$ cat src/rtl/ub_word_loader_pkg.sv
// Shared constants, state encoding and size helpers for the UB word loader.
package ub_loader_pkg;

   // Default geometry of one Unified Buffer word and of the host beat stream.
   localparam int DEF_ADDRESSSIZE = 10;
   localparam int DEF_DATA_BW     = 8;
   localparam int DEF_MATRIX_SIZE = 64;
   localparam int DEF_BEAT_BW     = 32;

   // Derived sizes for the default geometry.
   localparam int WORDSIZE       = DEF_DATA_BW * DEF_MATRIX_SIZE;
   localparam int BEATS_PER_WORD = WORDSIZE / DEF_BEAT_BW;
   localparam int BEAT_IDX_W     = $clog2(BEATS_PER_WORD);

   // Loader control states; encoding is fixed so it can be read from a probe.
   typedef enum logic [1:0] {
      S_IDLE  = 2'd0,
      S_FILL  = 2'd1,
      S_WRITE = 2'd2,
      S_DONE  = 2'd3
   } state_t;

   // Bits in one UB word for a given element width and row length.
   function automatic int calc_wordsize(input int data_bw, input int matrix_size);
      return data_bw * matrix_size;
   endfunction

   // Beats needed to assemble one UB word.
   function automatic int calc_beats(input int word_bits, input int beat_bw);
      return word_bits / beat_bw;
   endfunction

   // Beat-index counter width; never narrower than one bit.
   function automatic int calc_idx_w(input int beats);
      return (beats > 1) ? $clog2(beats) : 1;
   endfunction

endpackage

$ cat src/rtl/ub_word_loader_if.sv
// Beat stream plus UB write port of the word loader.
// master = host/UB side, slave = the loader itself.
interface ub_word_loader_if
   import ub_loader_pkg::*;
#(
   parameter int ADDRESSSIZE = DEF_ADDRESSSIZE,
   parameter int WORD_BITS   = WORDSIZE,
   parameter int BEAT_BW     = DEF_BEAT_BW
);
   logic                   s_valid;
   logic                   s_ready;
   logic [BEAT_BW-1:0]     s_data;
   logic                   ub_write_enable;
   logic [ADDRESSSIZE-1:0] ub_address;
   logic [WORD_BITS-1:0]   ub_data_in;

   modport master (
      output s_valid, s_data,
      input  s_ready, ub_write_enable, ub_address, ub_data_in
   );

   modport slave (
      input  s_valid, s_data,
      output s_ready, ub_write_enable, ub_address, ub_data_in
   );
endinterface

$ cat src/rtl/ub_word_loader_beat_packer.sv
// Beat packer: counts beats within a word and steers each beat into its lane.
// Beat k lands in word[k*BEAT_BW +: BEAT_BW], so element 0 is the low byte of beat 0.
module beat_packer
   import ub_loader_pkg::*;
#(
   parameter int BEAT_BW = DEF_BEAT_BW,
   parameter int N_BEATS = BEATS_PER_WORD,
   parameter int IDX_W   = BEAT_IDX_W
)(
   input  logic                       clk,
   input  logic                       rstn,
   input  logic                       clear,
   input  logic                       load,
   input  logic [BEAT_BW-1:0]         data,
   output logic                       last_beat,
   output logic [N_BEATS*BEAT_BW-1:0] word
);

   localparam logic [IDX_W-1:0] LAST_IDX = IDX_W'(N_BEATS - 1);

   logic [IDX_W-1:0] idx_reg;

   assign last_beat = (idx_reg == LAST_IDX);

   // Beat index: restarts on clear and wraps to lane 0 after the last lane.
   always_ff @(posedge clk or negedge rstn) begin
      if (!rstn) begin
         idx_reg <= '0;
      end else if (clear) begin
         idx_reg <= '0;
      end else if (load) begin
         idx_reg <= last_beat ? '0 : idx_reg + IDX_W'(1);
      end
   end

   genvar gi;
   generate
      for (gi = 0; gi < N_BEATS; gi++) begin : g_lane
         logic [BEAT_BW-1:0] lane_reg;

         // Lane register captures the beat only when the index points at it.
         always_ff @(posedge clk or negedge rstn) begin
            if (!rstn) begin
               lane_reg <= '0;
            end else if (clear) begin
               lane_reg <= '0;
            end else if (load && (idx_reg == IDX_W'(gi))) begin
               lane_reg <= data;
            end
         end

         assign word[gi*BEAT_BW +: BEAT_BW] = lane_reg;
      end
   endgenerate

endmodule

$ cat src/rtl/ub_word_loader.sv
// Unified Buffer word loader: packs host beats into UB words and writes them
// at consecutive (wrapping) addresses from a programmed base, then pulses done.
module ub_word_loader
   import ub_loader_pkg::*;
#(
   parameter int ADDRESSSIZE = DEF_ADDRESSSIZE,
   parameter int DATA_BW     = DEF_DATA_BW,
   parameter int MATRIX_SIZE = DEF_MATRIX_SIZE,
   parameter int BEAT_BW     = DEF_BEAT_BW
)(
   input  logic                   clk,
   input  logic                   rstn,
   input  logic                   cfg_start,
   input  logic [ADDRESSSIZE-1:0] cfg_base_addr,
   input  logic [ADDRESSSIZE:0]   cfg_num_words,
   ub_word_loader_if.slave        bus,
   output logic                   busy,
   output logic                   done,
   output logic [ADDRESSSIZE:0]   word_count
);

   localparam int WORD_BITS = calc_wordsize(DATA_BW, MATRIX_SIZE);
   localparam int N_BEATS   = calc_beats(WORD_BITS, BEAT_BW);
   localparam int IDX_W     = calc_idx_w(N_BEATS);

   state_t                 state_reg;
   logic [ADDRESSSIZE-1:0] base_reg;
   logic [ADDRESSSIZE:0]   num_reg;
   logic [ADDRESSSIZE:0]   word_count_reg;
   logic [ADDRESSSIZE:0]   count_next;
   logic                   we_reg;
   logic [ADDRESSSIZE-1:0] addr_reg;
   logic [WORD_BITS-1:0]   data_reg;
   logic                   busy_reg;
   logic                   done_reg;

   logic                   s_ready_int;
   logic                   handshake;
   logic                   packer_clear;
   logic                   last_beat;
   logic [WORD_BITS-1:0]   packed_word;
   logic [WORD_BITS-1:0]   full_word;

   // Ready comes straight from the state register, never from s_valid.
   assign s_ready_int  = (state_reg == S_FILL);
   assign handshake    = bus.s_valid & s_ready_int;
   assign packer_clear = (state_reg == S_IDLE) & cfg_start;
   assign count_next   = word_count_reg + (ADDRESSSIZE + 1)'(1);

   beat_packer #(
      .BEAT_BW (BEAT_BW),
      .N_BEATS (N_BEATS),
      .IDX_W   (IDX_W)
   ) u_packer (
      .clk       (clk),
      .rstn      (rstn),
      .clear     (packer_clear),
      .load      (handshake),
      .data      (bus.s_data),
      .last_beat (last_beat),
      .word      (packed_word)
   );

   // The final beat is still in flight when the write data is registered,
   // so merge it into the top lane here instead of waiting a cycle.
   always_comb begin
      full_word = packed_word;
      full_word[(N_BEATS-1)*BEAT_BW +: BEAT_BW] = bus.s_data;
   end

   // Loader FSM with registered UB drive, status and counters.
   always_ff @(posedge clk or negedge rstn) begin
      if (!rstn) begin
         state_reg      <= S_IDLE;
         base_reg       <= '0;
         num_reg        <= '0;
         word_count_reg <= '0;
         we_reg         <= 1'b0;
         addr_reg       <= '0;
         data_reg       <= '0;
         busy_reg       <= 1'b0;
         done_reg       <= 1'b0;
      end else begin
         we_reg   <= 1'b0;
         done_reg <= 1'b0;
         case (state_reg)
            S_IDLE: begin
               if (cfg_start) begin
                  base_reg       <= cfg_base_addr;
                  num_reg        <= cfg_num_words;
                  word_count_reg <= '0;
                  busy_reg       <= 1'b1;
                  if (cfg_num_words == '0) begin
                     state_reg <= S_DONE;
                     done_reg  <= 1'b1;
                  end else begin
                     state_reg <= S_FILL;
                  end
               end
            end
            S_FILL: begin
               if (handshake && last_beat) begin
                  state_reg <= S_WRITE;
                  we_reg    <= 1'b1;
                  // Truncation to ADDRESSSIZE bits gives the wrap past the top.
                  addr_reg  <= base_reg + word_count_reg[ADDRESSSIZE-1:0];
                  data_reg  <= full_word;
               end
            end
            S_WRITE: begin
               word_count_reg <= count_next;
               if (count_next == num_reg) begin
                  state_reg <= S_DONE;
                  done_reg  <= 1'b1;
               end else begin
                  state_reg <= S_FILL;
               end
            end
            S_DONE: begin
               busy_reg  <= 1'b0;
               state_reg <= S_IDLE;
            end
            default: begin
               state_reg <= S_IDLE;
            end
         endcase
      end
   end

   assign bus.s_ready         = s_ready_int;
   assign bus.ub_write_enable = we_reg;
   assign bus.ub_address      = addr_reg;
   assign bus.ub_data_in      = data_reg;
   assign busy                = busy_reg;
   assign done                = done_reg;
   assign word_count          = word_count_reg;

endmodule

$ cat src/flat_wrapper.sv
// flat-port wrapper written by rule: the top's interface ports become plain ports
module ub_word_loader_flat import ub_loader_pkg::*;
#(
   parameter int ADDRESSSIZE = DEF_ADDRESSSIZE,
   parameter int DATA_BW     = DEF_DATA_BW,
   parameter int MATRIX_SIZE = DEF_MATRIX_SIZE,
   parameter int BEAT_BW     = DEF_BEAT_BW
)
  (clk, rstn, cfg_start, cfg_base_addr, cfg_num_words, busy, done, word_count, bus_s_valid, bus_s_data, bus_s_ready, bus_ub_write_enable, bus_ub_address, bus_ub_data_in);
  ub_word_loader_if #(.ADDRESSSIZE(ADDRESSSIZE), .BEAT_BW(BEAT_BW)) bus_i ();
  input  logic clk;
  input  logic rstn;
  input  logic cfg_start;
  input  logic [ADDRESSSIZE-1:0] cfg_base_addr;
  input  logic [ADDRESSSIZE:0] cfg_num_words;
  output logic busy;
  output logic done;
  output logic [ADDRESSSIZE:0] word_count;
  input wire logic [$bits(bus_i.s_valid)-1:0] bus_s_valid;
  input wire logic [$bits(bus_i.s_data)-1:0] bus_s_data;
  output wire logic [$bits(bus_i.s_ready)-1:0] bus_s_ready;
  output wire logic [$bits(bus_i.ub_write_enable)-1:0] bus_ub_write_enable;
  output wire logic [$bits(bus_i.ub_address)-1:0] bus_ub_address;
  output wire logic [$bits(bus_i.ub_data_in)-1:0] bus_ub_data_in;
  assign bus_i.s_valid = bus_s_valid;
  assign bus_i.s_data = bus_s_data;
  assign bus_s_ready = bus_i.s_ready;
  assign bus_ub_write_enable = bus_i.ub_write_enable;
  assign bus_ub_address = bus_i.ub_address;
  assign bus_ub_data_in = bus_i.ub_data_in;
  ub_word_loader #(.ADDRESSSIZE(ADDRESSSIZE), .DATA_BW(DATA_BW), .MATRIX_SIZE(MATRIX_SIZE), .BEAT_BW(BEAT_BW)) u_core (.clk(clk), .rstn(rstn), .cfg_start(cfg_start), .cfg_base_addr(cfg_base_addr), .cfg_num_words(cfg_num_words), .bus(bus_i), .busy(busy), .done(done), .word_count(word_count));
endmodule
$ cat config.mk
export PLATFORM = sky130hd
export DESIGN_NAME = ub_word_loader_flat
export DESIGN_NICKNAME = d
export VERILOG_FILES = /design/src/rtl/ub_word_loader_pkg.sv /design/src/rtl/ub_word_loader_if.sv /design/src/rtl/ub_word_loader_beat_packer.sv /design/src/rtl/ub_word_loader.sv /design/src/flat_wrapper.sv
export SDC_FILE = /design/constraint.sdc
export NUM_CORES = 2
export LEC_CHECK = 0
export ABC_AREA = 0
export CAP_MARGIN = 20
export CORE_MARGIN = 3
export CORE_UTILIZATION = 39
export CTS_CLUSTER_SIZE = 14
export DETAILED_ROUTE_END_ITERATION = 12
export SKIP_CTS_REPAIR_TIMING = 1
export SYNTH_ARGS = -nofsm -noshare
export SYNTH_HDL_FRONTEND = slang
export SYNTH_SLANG_ARGS = --single-unit
$ cat constraint.sdc
create_clock -name clk -period 2.31 [get_ports clk]
set_clock_uncertainty 0.1 [all_clocks]
set_input_delay 0.3465 -clock clk [delete_from_list [all_inputs] [get_ports clk]]
set_output_delay 0.3465 -clock clk [all_outputs]
set_load 0.005 [all_outputs]
==> summary.txt <==
status = finished, final reports clean
Die Ht = 330.2 µm
post-synthesis adder-cell area fraction = 0.004761
hold slack = 17.04 ps
Syn Nets = 4741
most common cell in the netlist = nand2_1
placed cell count = 6512
Non-Filler Instances = 6720
fin area = 0.05397 mm²
initial antenna violation count = 4
VDD IR max = 0.6827 mV
busiest grt layer = met2
met2 usage = 0.4355
io pins = 594
most area-consuming cells after synthesis = dfrtp_1 (64%), nand2_1 (24%), a21oi_1 (6.0%), clkbuf_1 (2.5%), buf_2 (0.93%)
worst r2r dst = u_core.state_reg[1]
crit path time final = 2222 ps
XOR/XNOR Fraction of Synth Area = 0.004914
vias in the first global route = 33180
GR Overflow Total = 0
number of synthesized flops with an enable pin = 0
setup slack, reg-to-reg = 110 ps
number of max-cap violations = 0
core region area = 0.1039 mm²
layout net count = 5322
final wirelength = 143.5 mm
measured slew at the worst slew-check pin = 917.5 ps
initial DRC count = 3306
Async S/R FF share, synth = 1.000
final setup vio count = 0
reg2reg path depth = 8
die footprint = 0.1090 mm²
post-layout util = 0.5193
mux cell area share after synthesis = 0.0002442
first drt pass iteration count = 5
largest family of logic cells by synthesized area = simple AND/OR/NAND/NOR gates
grt met3 use = 0.03889
clk slew on worst S/H paths = 60 ps
HP Start = bus_s_data[21]
post-route ant nets = 0
Seq/Total Area, Yosys = 0.6366
most instantiated cells after synthesis = nand2_1 (2599), dfrtp_1 (1043), a21oi_1 (489)
Synth top area share = 0.6366
worst path arrival time = 1780 ps
Num CTS Buffers = 108
Port Buf Inserts = 593
max reg flops = 512
CTS root buf = clkbuf_16
Placement Setup Slack = -155.0 ps
hold endpoint = u_core.u_packer.g_lane[13].lane_reg[21]
fmax = 0.4501 GHz
Rows = 118
via count = 33921
Slew Viols, Final = 0
final count of hold timing violations = 0
Pleak = 26.52 nW
largest net degree at the start of global routing = 84
layout cell share with drive strength beyond 1 = 0.08820
simple-gate share of the synthesized area = 0.2497
met1 global-route usage = 0.3436
PwrDens = 896.8 mW/mm²
Max FO, Critical Path = 7
unique cell type count in the Yosys netlist = 51
Worst Setup End Kind = output port
first-pass GRT wire length = 212.0 mm
min-delay worst type = input pin to flop
Cell Area, Synth = 0.04100 mm²
Synth Area in Compound Gates = 0.06818
Worst Path Required = 1860 ps
crit path launch = u_core.word_count[1]
H-tree depth = 3
total track usage = 0.2601
Skew-Pair Late Insertion Delay = 710 ps
ANT cells = 0
Post-DP HPWL = 95.11 mm
area leader, netlist = dfrtp_1
DRC viols = 0
kind of critical path = flop to output port
Cells on Worst Hold Path = 3
final worst slack = 88.10 ps
DR vias/cell = 5.048
post-synthesis area per instance = 8.781 µm²
Synth Register Bits = 1043
wire length per cell = 21.36 µm
Synth Instances = 4669
Reg-to-Reg Start = u_core.word_count[0]
Final Cycle Share = 0.9619
ys flop type = dfrtp_1
CTS sink cnt = 1043
maximum clock path buffer count = 3
CTS tree = done
Area growth, synth to finish = 31.65%
Post-DP Area = 0.05003 mm²
Die W = 330.2 µm
Routability Congestion = 0.8059
yosys warns = 0
CP startpoint kind = flop
Starting Density = 0.3944
Slew HR = 0.3883
through the flow:
stage / power [mW] / TNS, ps
floorplan: 26.73 / 0
global placement: 30.14 / -35720
detailed placement: 30.39 / -42040
CTS: 48.70 / -301.0
global route: 50.66 / -18.77
finish: 48.41 / 0
placed cells by master (no fill, tap or decap), types with 3 or more instances in the layout:
| master | Yosys | final |
|---|---|---|
| nand2_1 | 2599 | 2598 |
| dfrtp_1 | 1043 | 1040 |
| clkdlybuf4s50_1 | 0 | 559 |
| a21oi_1 | 489 | 487 |
| buf_4 | 0 | 124 |
| clkbuf_16 | 0 | 111 |
| buf_12 | 0 | 100 |
| clkbuf_8 | 0 | 33 |
| buf_2 | 76 | 32 |
| nor2_1 | 27 | 27 |
| o21ai_0 | 27 | 24 |
| clkinv_2 | 0 | 21 |
| clkbuf_1 | 271 | 19 |
| nand3_1 | 16 | 15 |
| ha_1 | 14 | 13 |
| xor2_1 | 13 | 12 |
| xnor2_1 | 10 | 9 |
| bufinv_16 | 0 | 9 |
| inv_1 | 8 | 8 |
| and2_1 | 7 | 7 |
| dlygate4sd3_1 | 0 | 7 |
| nor3_1 | 6 | 5 |
| and3_1 | 6 | 5 |
| nor3_2 | 2 | 3 |
| o21ai_1 | 1 | 3 |
| and4_1 | 3 | 3 |
| nand4_1 | 3 | 3 |
| inv_6 | 0 | 3 |
| dfrtp_2 | 0 | 3 |
critical path, stage by stage, from the launching register on:
cell,delay (ps)
dfrtp_2,470
buf_4,140
clkdlybuf4s50_1,480
logic make-up after synthesis:
kind of cell             after synthesis
AO/OA/AOI/OAI                        540
multiplexers                           1
flip-flops                          1043
AND/OR/NAND/NOR                     2684
adder cells (fa/ha/maj)               15
buffers and inverters                363
XOR/XNOR                              23
where the power goes:
part           internal, mW  switching [mW]  total [mW]
Clock                  10.8            7.37        18.2
Sequential             21.0            1.76        22.8
Combinational          3.11            4.33        7.44
Total                  34.9            13.5        48.4
cell type report:
cell class              count  area [µm²]
fillers                  9550       49970
flip-flops and latches   1043       26100
multi-input cells        3263       13560
repair buffers            825        8797
clock buffers             163        3303
well taps                1380        1727
clock inverters            37       445.4
inverters                   9       41.29
how the worst max path moves through the flow:
stage	end	slack, ps
finish	word_count[1]	90
global route	u_core.state_reg[1]	-10
CTS	word_count[1]	-80
detailed placement	u_core.u_packer.g_lane[9].lane_reg[29]	-150
global placement	u_core.u_packer.g_lane[8].lane_reg[14]	-160
floorplan	u_core.bus.ub_address[8]	5
layer usage:
metal,vias to the layer above,part of all wire
met5,-,0
li1,15686,-
met4,0,0.039
met3,254,0.062
met2,1221,0.49
met1,16760,0.41
No activity file was read; power rests on OpenSTA's default activity.
